<file path="src/rtl/mips_mem_pkg.sv">
// Shared encodings and helpers for the load/store sequencer and its lane aligner.
package mips_mem_pkg;

  localparam logic [1:0] SZ_BYTE = 2'b00;
  localparam logic [1:0] SZ_HALF = 2'b01;
  localparam logic [1:0] SZ_WORD = 2'b10;

  typedef enum logic [1:0] {
    ST_IDLE,
    ST_READ,
    ST_WRITE,
    ST_DONE
  } state_t;

  // Reserved size 2'b11 is reported as misaligned so it takes the error path.
  function automatic logic misaligned(input logic [1:0] size, input logic [1:0] addr_lo);
    logic bad;
    case (size)
      SZ_BYTE: bad = 1'b0;
      SZ_HALF: bad = addr_lo[0];
      SZ_WORD: bad = (addr_lo != 2'b00);
      default: bad = 1'b1;
    endcase
    return bad;
  endfunction

endpackage

</file>
<file path="src/rtl/byte_lane_align.sv">
// Little-endian lane extraction/extension for loads and lane merge for sub-word stores.
module byte_lane_align
  import mips_mem_pkg::*;
(
  input  logic [31:0] word_i,
  input  logic [1:0]  addr_lo_i,
  input  logic [1:0]  size_i,
  input  logic        sign_ext_i,
  input  logic [31:0] wdata_i,
  output logic [31:0] load_o,
  output logic [31:0] merge_o
);

  logic [4:0]  shamt;
  logic [31:0] shifted;
  logic [31:0] mask;

  assign shamt   = {addr_lo_i, 3'b000};
  assign shifted = word_i >> shamt;

  always_comb begin
    load_o = word_i;
    mask   = '1;
    case (size_i)
      SZ_BYTE: begin
        load_o = {{24{sign_ext_i & shifted[7]}}, shifted[7:0]};
        mask   = 32'h0000_00FF << shamt;
      end
      SZ_HALF: begin
        load_o = {{16{sign_ext_i & shifted[15]}}, shifted[15:0]};
        mask   = 32'h0000_FFFF << shamt;
      end
      default: begin
        load_o = word_i;
        mask   = '1;
      end
    endcase
    // Word size collapses to a full-mask merge, i.e. plain wdata.
    merge_o = (word_i & ~mask) | ((wdata_i << shamt) & mask);
  end

endmodule

</file>
<file path="src/rtl/mem_access_unit.sv">
// Load/store sequencer: one request at a time, read-modify-write for sub-word stores.
module mem_access_unit
  import mips_mem_pkg::*;
#(
  parameter int unsigned ADDR_W = 32
) (
  input  logic              clk,
  input  logic              rst,
  input  logic              req,
  input  logic              we,
  input  logic [1:0]        size,
  input  logic              sign_ext,
  input  logic [ADDR_W-1:0] addr,
  input  logic [31:0]       wdata,
  output logic              busy,
  output logic              done,
  output logic              err,
  output logic [31:0]       rdata,
  output logic [ADDR_W-1:0] mem_adr,
  output logic [31:0]       mem_d_in,
  output logic              mem_mrd,
  output logic              mem_mwr,
  input  logic [31:0]       mem_d_out
);

  state_t              state_q;
  logic                we_q;
  logic [1:0]          size_q;
  logic                sext_q;
  logic [1:0]          addr_lo_q;
  logic [31:0]         wdata_q;
  logic [31:0]         buf_q;
  logic [31:0]         rdata_q;
  logic                busy_q, done_q, err_q, mrd_q, mwr_q;
  logic [ADDR_W-1:0]   mem_adr_q;

  logic [31:0] align_word;
  logic [31:0] load_val;
  logic [31:0] merge_val;

  // Extraction sees live memory data during READ; the merge uses the buffered word in WRITE.
  assign align_word = (state_q == ST_READ) ? mem_d_out : buf_q;

  byte_lane_align u_align (
    .word_i     (align_word),
    .addr_lo_i  (addr_lo_q),
    .size_i     (size_q),
    .sign_ext_i (sext_q),
    .wdata_i    (wdata_q),
    .load_o     (load_val),
    .merge_o    (merge_val)
  );

  always_ff @(posedge clk or negedge rst) begin
    if (!rst) begin
      state_q   <= ST_IDLE;
      we_q      <= 1'b0;
      size_q    <= '0;
      sext_q    <= 1'b0;
      addr_lo_q <= '0;
      wdata_q   <= '0;
      buf_q     <= '0;
      rdata_q   <= '0;
      busy_q    <= 1'b0;
      done_q    <= 1'b0;
      err_q     <= 1'b0;
      mrd_q     <= 1'b0;
      mwr_q     <= 1'b0;
      mem_adr_q <= '0;
    end else begin
      done_q <= 1'b0;
      err_q  <= 1'b0;
      mrd_q  <= 1'b0;
      mwr_q  <= 1'b0;
      case (state_q)
        ST_IDLE: begin
          busy_q <= 1'b0;
          if (req) begin
            we_q      <= we;
            size_q    <= size;
            sext_q    <= sign_ext;
            addr_lo_q <= addr[1:0];
            wdata_q   <= wdata;
            mem_adr_q <= {addr[ADDR_W-1:2], 2'b00};
            busy_q    <= 1'b1;
            if (misaligned(size, addr[1:0])) begin
              state_q <= ST_DONE;
              done_q  <= 1'b1;
              err_q   <= 1'b1;
            end else if (we && (size == SZ_WORD)) begin
              state_q <= ST_WRITE;
              mwr_q   <= 1'b1;
            end else begin
              state_q <= ST_READ;
              mrd_q   <= 1'b1;
            end
          end
        end
        ST_READ: begin
          buf_q <= mem_d_out;
          if (!we_q) begin
            rdata_q <= load_val;
            state_q <= ST_DONE;
            done_q  <= 1'b1;
          end else begin
            state_q <= ST_WRITE;
            mwr_q   <= 1'b1;
          end
        end
        ST_WRITE: begin
          state_q <= ST_DONE;
          done_q  <= 1'b1;
        end
        ST_DONE: begin
          state_q <= ST_IDLE;
          busy_q  <= 1'b0;
        end
        default: begin
          state_q <= ST_IDLE;
          busy_q  <= 1'b0;
        end
      endcase
    end
  end

  assign busy     = busy_q;
  assign done     = done_q;
  assign err      = err_q;
  assign rdata    = rdata_q;
  assign mem_adr  = mem_adr_q;
  assign mem_mrd  = mrd_q;
  assign mem_mwr  = mwr_q;
  assign mem_d_in = (state_q == ST_WRITE) ? merge_val : '0;

endmodule

</file>
<file path="config.mk">
export PLATFORM = sky130hd
export DESIGN_NAME = mem_access_unit
export DESIGN_NICKNAME = d
export VERILOG_FILES = /design/src/rtl/mips_mem_pkg.sv /design/src/rtl/byte_lane_align.sv /design/src/rtl/mem_access_unit.sv
export SDC_FILE = /design/constraint.sdc
export NUM_CORES = 1
export LEC_CHECK = 0
export CAP_MARGIN = 20
export CORE_UTILIZATION = 43
export CTS_CLUSTER_DIAMETER = 60
export DETAILED_ROUTE_END_ITERATION = 10
export GPL_TIMING_DRIVEN = 0
export PLACE_DENSITY = 0.81
export SLEW_MARGIN = 30
export SYNTH_ARGS = -nofsm -noshare
export SYNTH_HDL_FRONTEND = slang
export SYNTH_SLANG_ARGS = --single-unit
</file>
<file path="constraint.sdc">
create_clock -name clk -period 1.9 [get_ports clk]
set_input_delay 0.285 -clock clk [delete_from_list [all_inputs] [get_ports clk]]
set_output_delay 0.285 -clock clk [all_outputs]
set_load 0.01 [all_outputs]
</file>
== After elaboration in Yosys (flattened, before gate mapping) ==
Cells that the tools add are included.
Storage, ports and cells
  bits in registers: 139
  output and inout port bits: 101
Cells by class
  multiplexer cells: 28
  bitwise logic cells: 7
  reductions and logical operators: 8
  shift operators: 4
  equal/unequal tests: 7
Operators by type and width (count)
  $pmux 32 s2: 2
  $and 32x32->32: 2
  $mux 32: 2
  $not 32->32: 1
  $or 32x32->32: 1
  $shl 16x5->32 const A: 1
  $shl 32x5->32: 1
  $shl 8x5->32 const A: 1
  $shr 32x5->16: 1
  $mux 1: 16
  $pmux 2 s4: 1
  $eq 2x1->1 const B: 3
  $eq 2x2->1 const B: 3
  $logic_not 2->1: 3
  $mux 2: 3
  $pmux 1 s3: 2
  $pmux 1 s2: 2
  $reduce_and 2->1: 2
  $reduce_bool 2->1: 2
  $and 1x1->1: 2
  $ne 2x2->1 const B: 1
  $logic_and 1x1->1: 1
  $not 1->1: 1

== Logic depth before layout (Yosys ltp) ==
  depth after elaboration: 7
  gate-level depth with buffers: 9
  mapped depth without buffers: 7

== Modules after synthesis ==
From an unflattened synthesis, not the netlist that was laid out.
Unflattened totals
  cells, all modules: 612
  area, all modules: 7285.7 um2
By module, submodules not included
  mem_access_unit: area each 5624.1 um2, cells each 356, times used 1, seq. area each 3478.3 um2
  byte_lane_align: area each 1661.6 um2, cells each 256, times used 1, seq. area each 0.0 um2

== Least setup slack after synthesis ==
Ideal clock, no wire load.
  path kind: register -> output
  from: reg state_q[1]
  to: out mem_d_in[0]
  data arrival time: 1675 ps
  stages on the path, launching flop included: 9
  data required time: 1615 ps
  slack: -60 ps
  cell sequence: dfrtp_1 -> inv_1 -> ha_1 -> buf_6 -> buf_4 -> buf_4 -> mux2_2 -> a22oi_1 -> nor2_1
Between the ends
  word-level cells in the longest chain between the ends: 5
  elaborated cells on any way between the ends: 6
  classes of those cells: 2 x eq/ne; 2 x mux; 2 x bitwise
Ends and longest elaborated chain
  start, declared: RTL line mem_access_unit.sv:26  | state_t state_q;
  start signal, assigned: RTL line mem_access_unit.sv:56  | state_q <= ST_IDLE;
  start signal, assigned: RTL line mem_access_unit.sv:87  | state_q <= ST_DONE;
  start signal, assigned: RTL line mem_access_unit.sv:91  | state_q <= ST_WRITE;
  $eq 2x1->1: RTL line mem_access_unit.sv:42  | assign align_word = (state_q == ST_READ) ? mem_d_out : buf_q;
  $mux 32
  named net align_word[0]: RTL line mem_access_unit.sv:37  | logic [31:0] align_word;
  $and 32x32->32: RTL line byte_lane_align.sv:39  | merge_o = (word_i & ~mask) | ((wdata_i << shamt) & mask);
  $or 32x32->32: RTL line byte_lane_align.sv:39
  $mux 32: RTL line mem_access_unit.sv:133  | assign mem_d_in = (state_q == ST_WRITE) ? merge_val : '0;
  end, declared: RTL line mem_access_unit.sv:20  | output logic [31:0] mem_d_in,
The timed path passes the listed nets, and every way through them passes these cells.

== Worst setup path after layout ==
  from: reg addr_lo_q[0]
  to: out mem_d_in[21]
Between the ends
  word-level cells in the longest chain between the ends: 6
  elaborated cells on any way between the ends: 9
  classes of those cells: 3 x shift; 2 x mux; 4 x bitwise
Ends and longest elaborated chain
  start, declared: RTL line mem_access_unit.sv:30  | logic [1:0] addr_lo_q;
  start signal, assigned: RTL line mem_access_unit.sv:82  | addr_lo_q <= addr[1:0];
  $shl 16x5->32 / $shl 8x5->32 (equally long branches): RTL line byte_lane_align.sv:31, byte_lane_align.sv:27
  $pmux 32 s2: RTL line byte_lane_align.sv:24  | case (size_i)
  $not 32->32: RTL line byte_lane_align.sv:39
  $and 32x32->32: RTL line byte_lane_align.sv:39
  $or 32x32->32 *: RTL line byte_lane_align.sv:39
  $mux 32 *: RTL line mem_access_unit.sv:133
Mark *: on every way between the ends. The rest lies on a longest branch, timed or not.

==> results <==
- The run finished, with violations left.
- The final reports fail on negative setup slack.
- The synthesized design contains 0 enable-type register cells.
- The ratio of cells with drive above 1 in the final layout is between 40% and 50%.
- The clock tree from TritonCTS is yes.
- The core region area is roughly 15000 um2.
- In this run the critical register-to-register path is captured at rdata[30].
- In this run the critical register-to-register path is launched from state_q[1].
- The synthesized netlist occupies a cell area of ~6800 um2.
- Yosys attributes the largest share of cell area to sky130_fd_sc_hd__dfrtp_1, sky130_fd_sc_hd__mux2_2, sky130_fd_sc_hd__mux2i_1.
- Across all register-to-register paths, the minimum setup slack is -0.59 ns.
- The initial antenna violation count is 0.
- The number of violations reported at the end of detailed-routing iteration 0 is about 600.
- Setup repair after global routing could not meet its margin everywhere.
- The floorplan has 45 rows.
- The final hold violation count came to 0.
- The number of remaining DRC errors is 0.
- In the post-route analysis, the smallest setup slack over all paths is -0.6212 ns.
- The initial standard-cell utilization of the core is 44.54%.
- The net count of the finished layout is about 1000.
- The area added between synthesis and finish is 69.85%.
- For met3 alone, demand over resource in global routing was 8.723%.
- Data arrives at the worst endpoint at ~2.2 ns.
- The count of mapped cells out of synthesis is 600.
- The total via count after detailed routing is ~6600.
- The root cell of the clock tree is sky130_fd_sc_hd__clkbuf_16.
- In this run the worst setup path begins at addr_lo_q[0].
- The required time of the worst setup path is 1.62 ns.
- The end point of the critical path is mem_d_in[21].
- Among all cell types in the netlist, the one instantiated most often is sky130_fd_sc_hd__dfrtp_1.
- The share of synthesized flip-flops with an asynchronous set or reset is 100.0%.
- The total of max-cap violations is 0.
- The busiest layer in global routing is met2.
- Global routing finished with a remaining overflow of 0.
- In this run the deepest clock path goes through 2 buffers.
- The count of nets left with antenna violations once routing finished came out at 0.
- The measured slew at the worst slew-check pin is roughly 0.61 ns.
- The wire length of the first global-routing pass is 37850 um.
- The worst path uses 132.7% of the clock period.
- The worst hold path belongs to the class in2async.
- The total die area is roughly 16000 um2.
- Synthesis inferred 139 register bits.
- The depth of the worst register-to-register path is 11.
- In the final routed layout, each cell accounts on average for ~24 um.
- The clock slew at the register clock pins of the worst setup and hold paths is 0.06 ns.
- In this run the number of H-tree levels came out at 4.
- The highest ir drop seen on vdd is about 1.4 mV.
- The final-report max-slew violation count came to 0.
- The highest clock rate is approximately 400 MHz.
- The die is approximately 130 um wide.
- The final clock skew is approximately 0.016 ns.
- The antenna diode instance count is 0.
- The dominant cell type by area after synthesis is sky130_fd_sc_hd__dfrtp_1.
- The sequential cells in the finished layout cover a total of 3480 um2.
- In this run the biggest area consumer among cell types represents a little over 50% of the synthesized area.
- The sequential element share of the synthesized area is between 50% and 60%.
- The final core area utilization is 75.65%.
- The post-layout minimum cycle time is around 2.5 ns.
- For this design, the sink count on the clock tree is between 100 and 150.
- After detailed routing, the total wire length is approximately 27000 um.
- For this run, the detailed router's first-pass iteration total came to 5.
- The met2 track utilization from global routing is a little over half.
- During synthesis, Yosys emitted a total of 0 warnings.
- In this run the static leakage power is a little under 5 nW.
- The type of the worst setup path is reg2out.
- The height of the chip is around 130 um.
- The clock reaches the later pin of the worst-skew pair after about 0.43 ns.
- The overall routing resource usage is between 30% and 40%.
- OpenSTA, run right after detailed placement, puts the worst setup slack at -1.080 ns.
- Input and output buffers added on the ports amount to about 200.
- The via count of the first global-routing pass was between 6000 and 7000.
- The largest net degree at the start of global routing is between 70 and 80.
- In this run, distinct cell masters in the synthesized netlist total 46.
- Detailed placement finished with a half-perimeter wire length of roughly 16000 um.
- In this run the tightest slew margin relative to its limit is 59.11%.
- The most used flip-flop cell after synthesis is sky130_fd_sc_hd__dfrtp_1.
- STA classifies the critical path startpoint as a flop.
- Setup violations remaining at the end of the flow were counted as 64.
- Dividing total power by cell area gives a power density of 2170 nW/um2.
- A synthesized cell averages between 10 and 15 um2.
- The weighted congestion at the end of routability-driven global placement is roughly 0.94.
- The worst setup path is captured at a primary output.
- The number of buffers added by the clock tree synthesis step is 17.
- The commonest cells after synthesis are sky130_fd_sc_hd__dfrtp_1, sky130_fd_sc_hd__mux2_2, sky130_fd_sc_hd__nor2_1.
- The number of top-level pins is roughly 200.
- In this run the worst path has a maximum fanout of 5.
- For this run, global-route usage on met1 was measured as 37.45%.
- The multi-input combinational cells in the finished layout cover a total of between 4000 and 5000 um2.
- In the routed layout, each cell is associated on average with a via count of between 5 and 6.
- Fill cells in the final layout number 908.
==> final cells by class <==
| type | instances | area share [%] |
|---|---|---|
| tap | 211 | 2.270 |
| inverter | 23 | 0.7962 |
| clock buffer | 20 | 3.927 |
| multi-input combinational | 393 | 34.94 |
| timing repair buffer | 282 | 22.86 |
| sequential | 139 | 29.92 |
| buffer | 45 | 3.691 |
| clock inverter | 12 | 1.592 |
==> what timing repair did <==
| action | CTS | global route |
|---|---|---|
| gates cloned | 4 | 0 |
| hold endpoints to repair | 76 | 0 |
| resized for setup | 334 | 65 |
| endpoints found under the setup margin | 134 | 133 |
| hold buffers | 1 | 0 |
| pin swaps | 60 | 29 |
| buffers inserted | 60 | 16 |
==> cells by family (layout without fill, tap and decap cells) <==
kind of cell | after synthesis | after routing | share of synthesized area [%]
adders and majority gates | 4 | 4 | 0.7310
other | 1 | 2 | 0.05477
AOI/OAI and AO/OA | 133 | 133 | 14.18
and+or+nand+nor | 122 | 122 | 8.352
muxes | 132 | 132 | 21.09
buffers and inverters | 69 | 382 | 4.788
DFF | 139 | 139 | 50.80
==> cells in the final DEF, fill, tap and decap left out, types with 8 or more instances in the layout <==
cell type / synthesis / routed
sky130_fd_sc_hd__buf_12: 0 / 11
sky130_fd_sc_hd__mux2i_4: 0 / 20
sky130_fd_sc_hd__a21oi_1: 26 / 19
sky130_fd_sc_hd__clkdlybuf4s50_1: 0 / 168
sky130_fd_sc_hd__mux2_4: 0 / 21
sky130_fd_sc_hd__buf_6: 2 / 25
sky130_fd_sc_hd__mux2i_1: 38 / 16
sky130_fd_sc_hd__a31oi_4: 0 / 18
sky130_fd_sc_hd__nand2_1: 20 / 18
sky130_fd_sc_hd__nor2_1: 67 / 60
sky130_fd_sc_hd__a211oi_2: 1 / 17
sky130_fd_sc_hd__dfrtp_1: 139 / 138
sky130_fd_sc_hd__buf_4: 12 / 64
sky130_fd_sc_hd__a22oi_2: 0 / 8
sky130_fd_sc_hd__mux2_2: 92 / 71
sky130_fd_sc_hd__nor2b_1: 10 / 8
sky130_fd_sc_hd__inv_1: 21 / 18
sky130_fd_sc_hd__buf_2: 7 / 34
sky130_fd_sc_hd__clkbuf_16: 0 / 17
==> registers in the layout (all words and copies together) (netlist names) <==
signal / count
mem_mrd: 1
we_q: 1
size_q: 2
mem_mwr: 1
sext_q: 1
wdata_q: 32
addr_lo_q: 2
err: 1
state_q: 2
busy: 1
buf_q: 32
rdata: 32
mem_adr: 30
done: 1
==> power breakdown <==
group / switching [mW] / internal (mW) / leakage, nW
Clock: 1.37 / 2.28 / 0.312
Sequential: 1.26 / 4.50 / 1.64
Combinational: 7.82 / 8.00 / 2.92
Total: 10.5 / 14.8 / 4.87
==> critical path: stages (launching register included) <==
cell,delay [ns]
sky130_fd_sc_hd__dfrtp_1,0.40
sky130_fd_sc_hd__buf_6,0.13
sky130_fd_sc_hd__nor2b_1,0.17
sky130_fd_sc_hd__buf_6,0.13
sky130_fd_sc_hd__a211oi_4,0.04
sky130_fd_sc_hd__buf_6,0.15
sky130_fd_sc_hd__buf_4,0.16
sky130_fd_sc_hd__a211oi_2,0.40
sky130_fd_sc_hd__buf_2,0.21
==> layer usage <==
layer  part of all wire [%]  vias up
met3                    8.6      105
met4                    4.8        0
met1                     37     3282
met5                      0        -
met2                     50      442
li1                       -     2770
==> how the worst min path moves through the flow <==
stage	startpoint	end	slack, ns	cells after the start
2_1_floorplan	rst	addr_lo_q[0]	-0.01	0
3_3_place_gp	rdata[0]	rdata[0]	0.47	2
3_5_place_dp	rst	mem_adr[7]	0.30	1
4_1_cts	rst	mem_adr[7]	0.44	2
5_1_grt	addr[16]	mem_adr[16]	0.46	2
6_report	rst	mem_adr[7]	0.40	2
==> per-stage QoR <==
step / cell area [um2] / instances / total power, mW / hold slack [ns] / setup TNS, ns
after floorplan: 6858 / 601 / 11.34 / -0.01059 / -0.009479
after CTS: 11120 / 1110 / 22.90 / 0.4417 / -23.77
after global placement: 9134 / 1013 / 15.39 / 0.4651 / -721.78
after detailed placement: 9166 / 1014 / 15.61 / 0.2984 / -43.55
final: 11630 / 1125 / 25.24 / 0.4038 / -30.02
after global routing: 11630 / 1125 / 26.11 / 0.4592 / -31.82
(Power assumes the default switching activity.)
